--- src/rtl/mtr_sched_pkg.sv ---
// Shared widths, channel state encoding and the saturating ramp step
// for the motor duty scheduler.
package mtr_sched_pkg;

  localparam int              DUTY_W   = 11;
  localparam int              SPD_W    = 12;
  localparam logic [DUTY_W-1:0] DUTY_MAX = 11'h7FF;

  typedef enum logic [1:0] {
    RUN   = 2'd0,
    BRAKE = 2'd1,
    DEAD  = 2'd2
  } chan_state_t;

  // One rate-limited move of cur toward tgt; 12-bit math so nothing wraps.
  function automatic logic [DUTY_W-1:0] ramp(
    input logic [DUTY_W-1:0] cur,
    input logic [SPD_W-1:0]  tgt,
    input logic [SPD_W-1:0]  step
  );
    logic [SPD_W-1:0] c;
    logic [SPD_W-1:0] nxt;
    c = {1'b0, cur};
    if (tgt > c) begin
      nxt = c + step;
      if (nxt > tgt) begin
        nxt = tgt;
      end
    end else begin
      nxt = (c > step) ? (c - step) : {SPD_W{1'b0}};
      if (nxt < tgt) begin
        nxt = tgt;
      end
    end
    return DUTY_W'(nxt);
  endfunction

endpackage

--- src/rtl/mtr_chan_seq.sv ---
// One motor channel: speed-to-magnitude conversion, ramp limiter and the
// RUN/BRAKE/DEAD reversal sequencer, updated only on PWM period boundaries.
module mtr_chan_seq
  import mtr_sched_pkg::*;
#(
  parameter int STEP     = 64,
  parameter int DEAD_PER = 2,
  parameter int MIN_DUTY = 0
) (
  input  logic                    clk,
  input  logic                    rst_n,
  input  logic                    en,
  input  logic                    bnd,
  input  logic signed [SPD_W-1:0] spd,
  output logic [DUTY_W-1:0]       duty,
  output logic                    rev
);

  localparam int                DCNT_W    = (DEAD_PER > 1) ? $clog2(DEAD_PER) : 1;
  localparam int                SUM_W     = SPD_W + 1;
  localparam logic [DCNT_W-1:0] DCNT_INIT = DCNT_W'(DEAD_PER - 1);
  localparam logic [SPD_W-1:0]  STEP_V    = SPD_W'(STEP);
  localparam logic [SUM_W-1:0]  MIN_V     = SUM_W'(MIN_DUTY);
  localparam logic [SPD_W-1:0]  SPD_MIN   = {1'b1, {(SPD_W-1){1'b0}}};

  chan_state_t       state_r;
  logic [DCNT_W-1:0] dcnt_r;
  logic [DUTY_W-1:0] duty_r;
  logic              rev_r;

  logic              req_rev_s;
  logic              nz_s;
  logic              opp_s;
  logic [SPD_W-1:0]  mag_s;
  logic [SPD_W-1:0]  tgt_s;
  logic [SUM_W-1:0]  sum_s;
  logic [DUTY_W-1:0] up_s;
  logic [DUTY_W-1:0] dn_s;
  logic [DUTY_W-1:0] first_s;

  // Target magnitude, direction request and candidate next duties.
  always_comb begin
    req_rev_s = spd[SPD_W-1];
    nz_s      = (spd != {SPD_W{1'b0}});
    if (spd == SPD_MIN) begin
      mag_s = {1'b0, DUTY_MAX};
    end else if (req_rev_s) begin
      mag_s = $unsigned(-spd);
    end else begin
      mag_s = $unsigned(spd);
    end
    sum_s = {1'b0, mag_s} + MIN_V;
    if (!nz_s) begin
      tgt_s = {SPD_W{1'b0}};
    end else if (sum_s > {2'b00, DUTY_MAX}) begin
      tgt_s = {1'b0, DUTY_MAX};
    end else begin
      tgt_s = sum_s[SPD_W-1:0];
    end
    opp_s   = nz_s && (req_rev_s != rev_r);
    up_s    = ramp(duty_r, tgt_s, STEP_V);
    dn_s    = ramp(duty_r, {SPD_W{1'b0}}, STEP_V);
    first_s = (tgt_s < STEP_V) ? DUTY_W'(tgt_s) : DUTY_W'(STEP_V);
  end

  // Channel sequencer; disable overrides the boundary alignment.
  always_ff @(posedge clk or negedge rst_n) begin
    if (!rst_n) begin
      state_r <= RUN;
      dcnt_r  <= {DCNT_W{1'b0}};
      duty_r  <= {DUTY_W{1'b0}};
      rev_r   <= 1'b0;
    end else if (!en) begin
      state_r <= RUN;
      dcnt_r  <= {DCNT_W{1'b0}};
      duty_r  <= {DUTY_W{1'b0}};
    end else if (bnd) begin
      case (state_r)
        RUN: begin
          if (opp_s && (duty_r != {DUTY_W{1'b0}})) begin
            state_r <= BRAKE;
            duty_r  <= dn_s;
          end else if (opp_s) begin
            state_r <= DEAD;
            dcnt_r  <= DCNT_INIT;
          end else begin
            duty_r  <= up_s;
          end
        end
        BRAKE: begin
          if (!opp_s) begin
            state_r <= RUN;
            duty_r  <= up_s;
          end else begin
            duty_r <= dn_s;
            if (dn_s == {DUTY_W{1'b0}}) begin
              state_r <= DEAD;
              dcnt_r  <= DCNT_INIT;
            end
          end
        end
        DEAD: begin
          if (dcnt_r != {DCNT_W{1'b0}}) begin
            dcnt_r <= dcnt_r - DCNT_W'(1);
            duty_r <= {DUTY_W{1'b0}};
          end else begin
            state_r <= RUN;
            duty_r  <= first_s;
            if (opp_s) begin
              rev_r <= ~rev_r;
            end
          end
        end
        default: begin
          state_r <= RUN;
          dcnt_r  <= {DCNT_W{1'b0}};
          duty_r  <= {DUTY_W{1'b0}};
        end
      endcase
    end
  end

  assign duty = duty_r;
  assign rev  = rev_r;

endmodule

--- src/rtl/mtr_duty_sched.sv ---
// Duty scheduler top: free-running PWM period counter in lockstep with the
// PWM11 instances, plus one sequencer per wheel.
module mtr_duty_sched
  import mtr_sched_pkg::*;
#(
  parameter int STEP     = 64,
  parameter int DEAD_PER = 2,
  parameter int MIN_DUTY = 0
) (
  input  logic                    clk,
  input  logic                    rst_n,
  input  logic                    en,
  input  logic signed [SPD_W-1:0] lft_spd,
  input  logic signed [SPD_W-1:0] rght_spd,
  output logic [DUTY_W-1:0]       lft_duty,
  output logic [DUTY_W-1:0]       rght_duty,
  output logic                    lft_rev,
  output logic                    rght_rev,
  output logic                    bnd
);

  logic [DUTY_W-1:0] pcnt_r;
  logic              bnd_r;

  // Period counter; bnd is registered one count early so it is high at 0x7FF.
  always_ff @(posedge clk or negedge rst_n) begin
    if (!rst_n) begin
      pcnt_r <= {DUTY_W{1'b0}};
      bnd_r  <= 1'b0;
    end else begin
      pcnt_r <= pcnt_r + DUTY_W'(1);
      bnd_r  <= (pcnt_r == (DUTY_MAX - DUTY_W'(1)));
    end
  end

  assign bnd = bnd_r;

  mtr_chan_seq #(
    .STEP     (STEP),
    .DEAD_PER (DEAD_PER),
    .MIN_DUTY (MIN_DUTY)
  ) u_lft (
    .clk   (clk),
    .rst_n (rst_n),
    .en    (en),
    .bnd   (bnd_r),
    .spd   (lft_spd),
    .duty  (lft_duty),
    .rev   (lft_rev)
  );

  mtr_chan_seq #(
    .STEP     (STEP),
    .DEAD_PER (DEAD_PER),
    .MIN_DUTY (MIN_DUTY)
  ) u_rght (
    .clk   (clk),
    .rst_n (rst_n),
    .en    (en),
    .bnd   (bnd_r),
    .spd   (rght_spd),
    .duty  (rght_duty),
    .rev   (rght_rev)
  );

endmodule
--- config.mk ---
export PLATFORM = sky130hd
export DESIGN_NAME = mtr_duty_sched
export DESIGN_NICKNAME = d
export VERILOG_FILES = /design/src/rtl/mtr_sched_pkg.sv /design/src/rtl/mtr_chan_seq.sv /design/src/rtl/mtr_duty_sched.sv
export SDC_FILE = /design/constraint.sdc
export NUM_CORES = 1
export LEC_CHECK = 0
export ABC_AREA = 1
export CAP_MARGIN = 20
export CORE_ASPECT_RATIO = 2
export CORE_MARGIN = 10
export CORE_UTILIZATION = 30
export CTS_CLUSTER_SIZE = 12
export DETAILED_ROUTE_END_ITERATION = 12
export PLACE_DENSITY = 0.53
export SLEW_MARGIN = 20
export SYNTH_ARGS = -nofsm -noshare
export SYNTH_HDL_FRONTEND = slang
export SYNTH_SLANG_ARGS = --single-unit
export TNS_END_PERCENT = 1
--- constraint.sdc ---
create_clock -name clk -period 2.8 [get_ports clk]
set_input_delay 0.56 -clock clk [delete_from_list [all_inputs] [get_ports clk]]
set_output_delay 0.56 -clock clk [all_outputs]
set_load 0.1 [all_outputs]
==> out/metrics.csv <==
metric;value;unit
later-pin clock latency in the skew report;0.29;ns
Die Y;218;µm
largest net degree at the start of global routing;20;
biggest area consumer among synthesized cells;dfrtp_1;
final worst path period share;109;%
final hold vios;0;
Leak;5.20;nW
top-area cell type share of the netlist area;17.9;%
total gr overflow;0;
vias in the first global route;7778;
Design Power;0.00786;W
WS Path Type;input pin to flip-flop;
Initial DRT Pass Iterations;4;
die width;119;µm
violated checks;negative setup slack;
Top Usage Layer GRT;met2;
Worst Path Arrival;3.22;ns
Main synth FF type;dfrtp_1;
Async S/R FF share, synth;100;%
row count;72;
Final ANT Viol Nets;0;
clk_skew;0.00573;ns
diode count;0;
number of top-level pins;52;
DP Area;8530;µm²
register area share after synthesis;17.9;%
Setup Viol. Count Final;22;
grt met2 use;38.2;%
post-synthesis cell type count;49;
max_slew headroom;65.7;%
post-route cell area;9480;µm²
fillers;2029;
Post-Syn Area per Cell;6.17;µm²
Multi-input gate area;4840;µm²
Max Root-Sink Buffers;2;
post-layout min period;3.04;ns
synth top area cells;dfrtp_1, nand2_1, ha_1, inv_1, nand3_1;
CTS tree;done;
Crit. End Element;flip-flop;
Max Fanout on Critical Path;8;
die area;25900;µm²
Vias;7415;
CTS buffer count;5;
initial core utilization;30.5;%
EDFF count, synth;0;
unrepaired setup endpoints after global routing;yes;
CTS root buf;clkbuf_16;
CP required;2.98;ns
clk slew on worst S/H paths;0.06;ns
first-pass GRT wire length;37700;µm
Nets;1373;
drt wl/cell;15.5;µm
GRT Total Usage;18.1;%
register bit count reported by yosys;42;
Placer Congestion;0.924;
Detail Placement HPWL;20100;µm
Max Fclk;329;MHz
core box area;19300;µm²
fin. max-slew vios;0;
final wirelength;23800;µm
Worst-Margin Slew;0.509;ns
CTS sink cnt;42;
final worst slack;-0.241;ns
post-synthesis cell area;5880;µm²
DR iter-0 viols;236;
peak supply drop;0.000356;V
met1 Resource Use GR;13.9;%
CP Launch Type;input pin;
Register Area;1080;µm²
Hold WS;0.193;ns
Hold WC Path Type;input pin to asynchronous set/reset pin;
max-cap viol count;0;
ratio of cells with drive above 1 in the final layout;39.9;%
Port Buffer Count;51;
Synthesis Warnings;0;
# DRC;0;
initial antenna violation count;0;
vias per cell;4.84;
Post-Syn Instances;954;
met3 usage;1.14;%
Place WS;-1.21;ns
Pwr Density;829;nW/µm²
status;finished, violations left;
H-tree depth;2;
area grow syn2layout;61.2;%
registers in the layout (all words and copies together) (netlist names):
name	count
u_rght.duty	11
pcnt_r	11
bnd	1
u_rght.dcnt_r	1
u_rght.rev	1
u_lft.duty	11
u_lft.rev	1
u_lft.dcnt_r	1
u_rght.state_r	2
u_lft.state_r	2
cell usage in the layout (no fill, tap or decap), types with 18 or more instances in the layout:
| cell type | instances |
|---|---|
| nand2_1 | 247 |
| nor3_1 | 18 |
| ha_1 | 63 |
| nor2_1 | 67 |
| nand3_1 | 66 |
| o21ai_1 | 25 |
| nor2_2 | 19 |
| inv_1 | 112 |
| buf_6 | 20 |
| o21ai_0 | 22 |
| nand4_1 | 19 |
| buf_4 | 275 |
| nand2_2 | 36 |
| inv_2 | 21 |
| dfrtp_1 | 26 |
| a21oi_1 | 25 |
| xor2_1 | 23 |
stage by stage:
stage / instances / util (%) / TNS (ns)
global route: 1532 / 49.2 / -8.43
floorplan: 957 / - / -4.92
detailed placement: 1497 / 44.2 / -24.26
finish: 1532 / 49.2 / -4.21
global placement: 1497 / 44.2 / -23.42
CTS: 1523 / 47.9 / -4.76
cells by family (layout without fill, tap and decap cells):
| kind of cell | count (synthesis) | count (layout) | synth area share (%) |
|---|---|---|---|
| fa+ha+maj | 74 | 74 | 15.7 |
| other cells | 1 | 4 | 0.0638 |
| compound gates | 123 | 123 | 12.1 |
| buf+inv | 157 | 472 | 10.6 |
| xor+xnor | 28 | 28 | 4.17 |
| simple gates | 529 | 530 | 39.5 |
| flops | 42 | 42 | 17.9 |
worst paths after layout:
kind	start	to	slack, ns	depth (start not counted)
min	rst_n	pcnt_r[2]	0.19	1
max	rght_spd[1]	u_rght.duty[1]	-0.24	27
min in group clk	pcnt_r[10]	pcnt_r[10]	0.47	1
max reg2reg	u_rght.duty[6]	u_rght.duty[9]	-0.16	21
min reg2reg	pcnt_r[10]	pcnt_r[10]	0.47	1
max in group asynchronous	rst_n	u_rght.duty[6]	2.04	2
metal layers:
layer  wire length [µm]  vias to the layer above  share of wire [%]
li1                   -                     3743                  -
met1               7150                     3413                 30
met5                  0                        -                  0
met4               2070                        0                8.7
met2              14100                      165                 59
met3                470                       94                2.0
worst max-delay path, stage by stage:
cell	delay [ns]
buf_12	0.11
inv_16	0.05
ha_4	0.13
nand2_4	0.05
nor3_4	0.22
nand2_2	0.11
nand2_4	0.10
inv_4	0.05
nand2_1	0.06
nor2_1	0.05
buf_4	0.15
buf_12	0.13
ha_4	0.26
nand4_1	0.09
inv_2	0.11
nand3_1	0.09
o2111ai_2	0.08
nand2_2	0.13
buf_8	0.16
o21ai_2	0.13
nand3_1	0.08
nand2_1	0.06
inv_1	0.04
nand2_1	0.05
nand3_1	0.06
nand2_1	0.06
nand2_1	0.05
layout make-up:
cell class	count	area share (%)
clock buffers	5	1.32
clock inverters	3	0.462
inverters	142	6.03
multi-input cells	759	51.1
flip-flops and latches	42	11.4
well taps	259	3.42
repair buffers	322	26.4
Yosys cell counts, types with 8 or more instances:
| library cell | number |
|---|---|
| o21ai_1 | 9 |
| a21oi_1 | 33 |
| nand2_1 | 279 |
| o21ai_0 | 43 |
| xor2_1 | 23 |
| nand3_1 | 74 |
| nor3_1 | 26 |
| nor2_2 | 10 |
| nand4_1 | 19 |
| inv_1 | 136 |
| dfrtp_1 | 42 |
| ha_1 | 74 |
| nor2_1 | 89 |
| a31oi_1 | 8 |
| nand2_2 | 13 |
what timing repair did:
action,4_1_cts,5_1_grt
setup buffers,18,9
hold buffers,0,0
cloned,1,1
pin swaps,71,51
setup endpoints to repair,22,25
gates resized for setup,190,67
power breakdown:
| group | switching, W | internal (W) |
|---|---|---|
| logic | 0.00380 | 0.00254 |
| clock network | 0.000259 | 0.000422 |
| registers | 0.000105 | 0.000734 |
| total | 0.00416 | 0.00370 |
No activity file was read; power rests on OpenSTA's default activity.
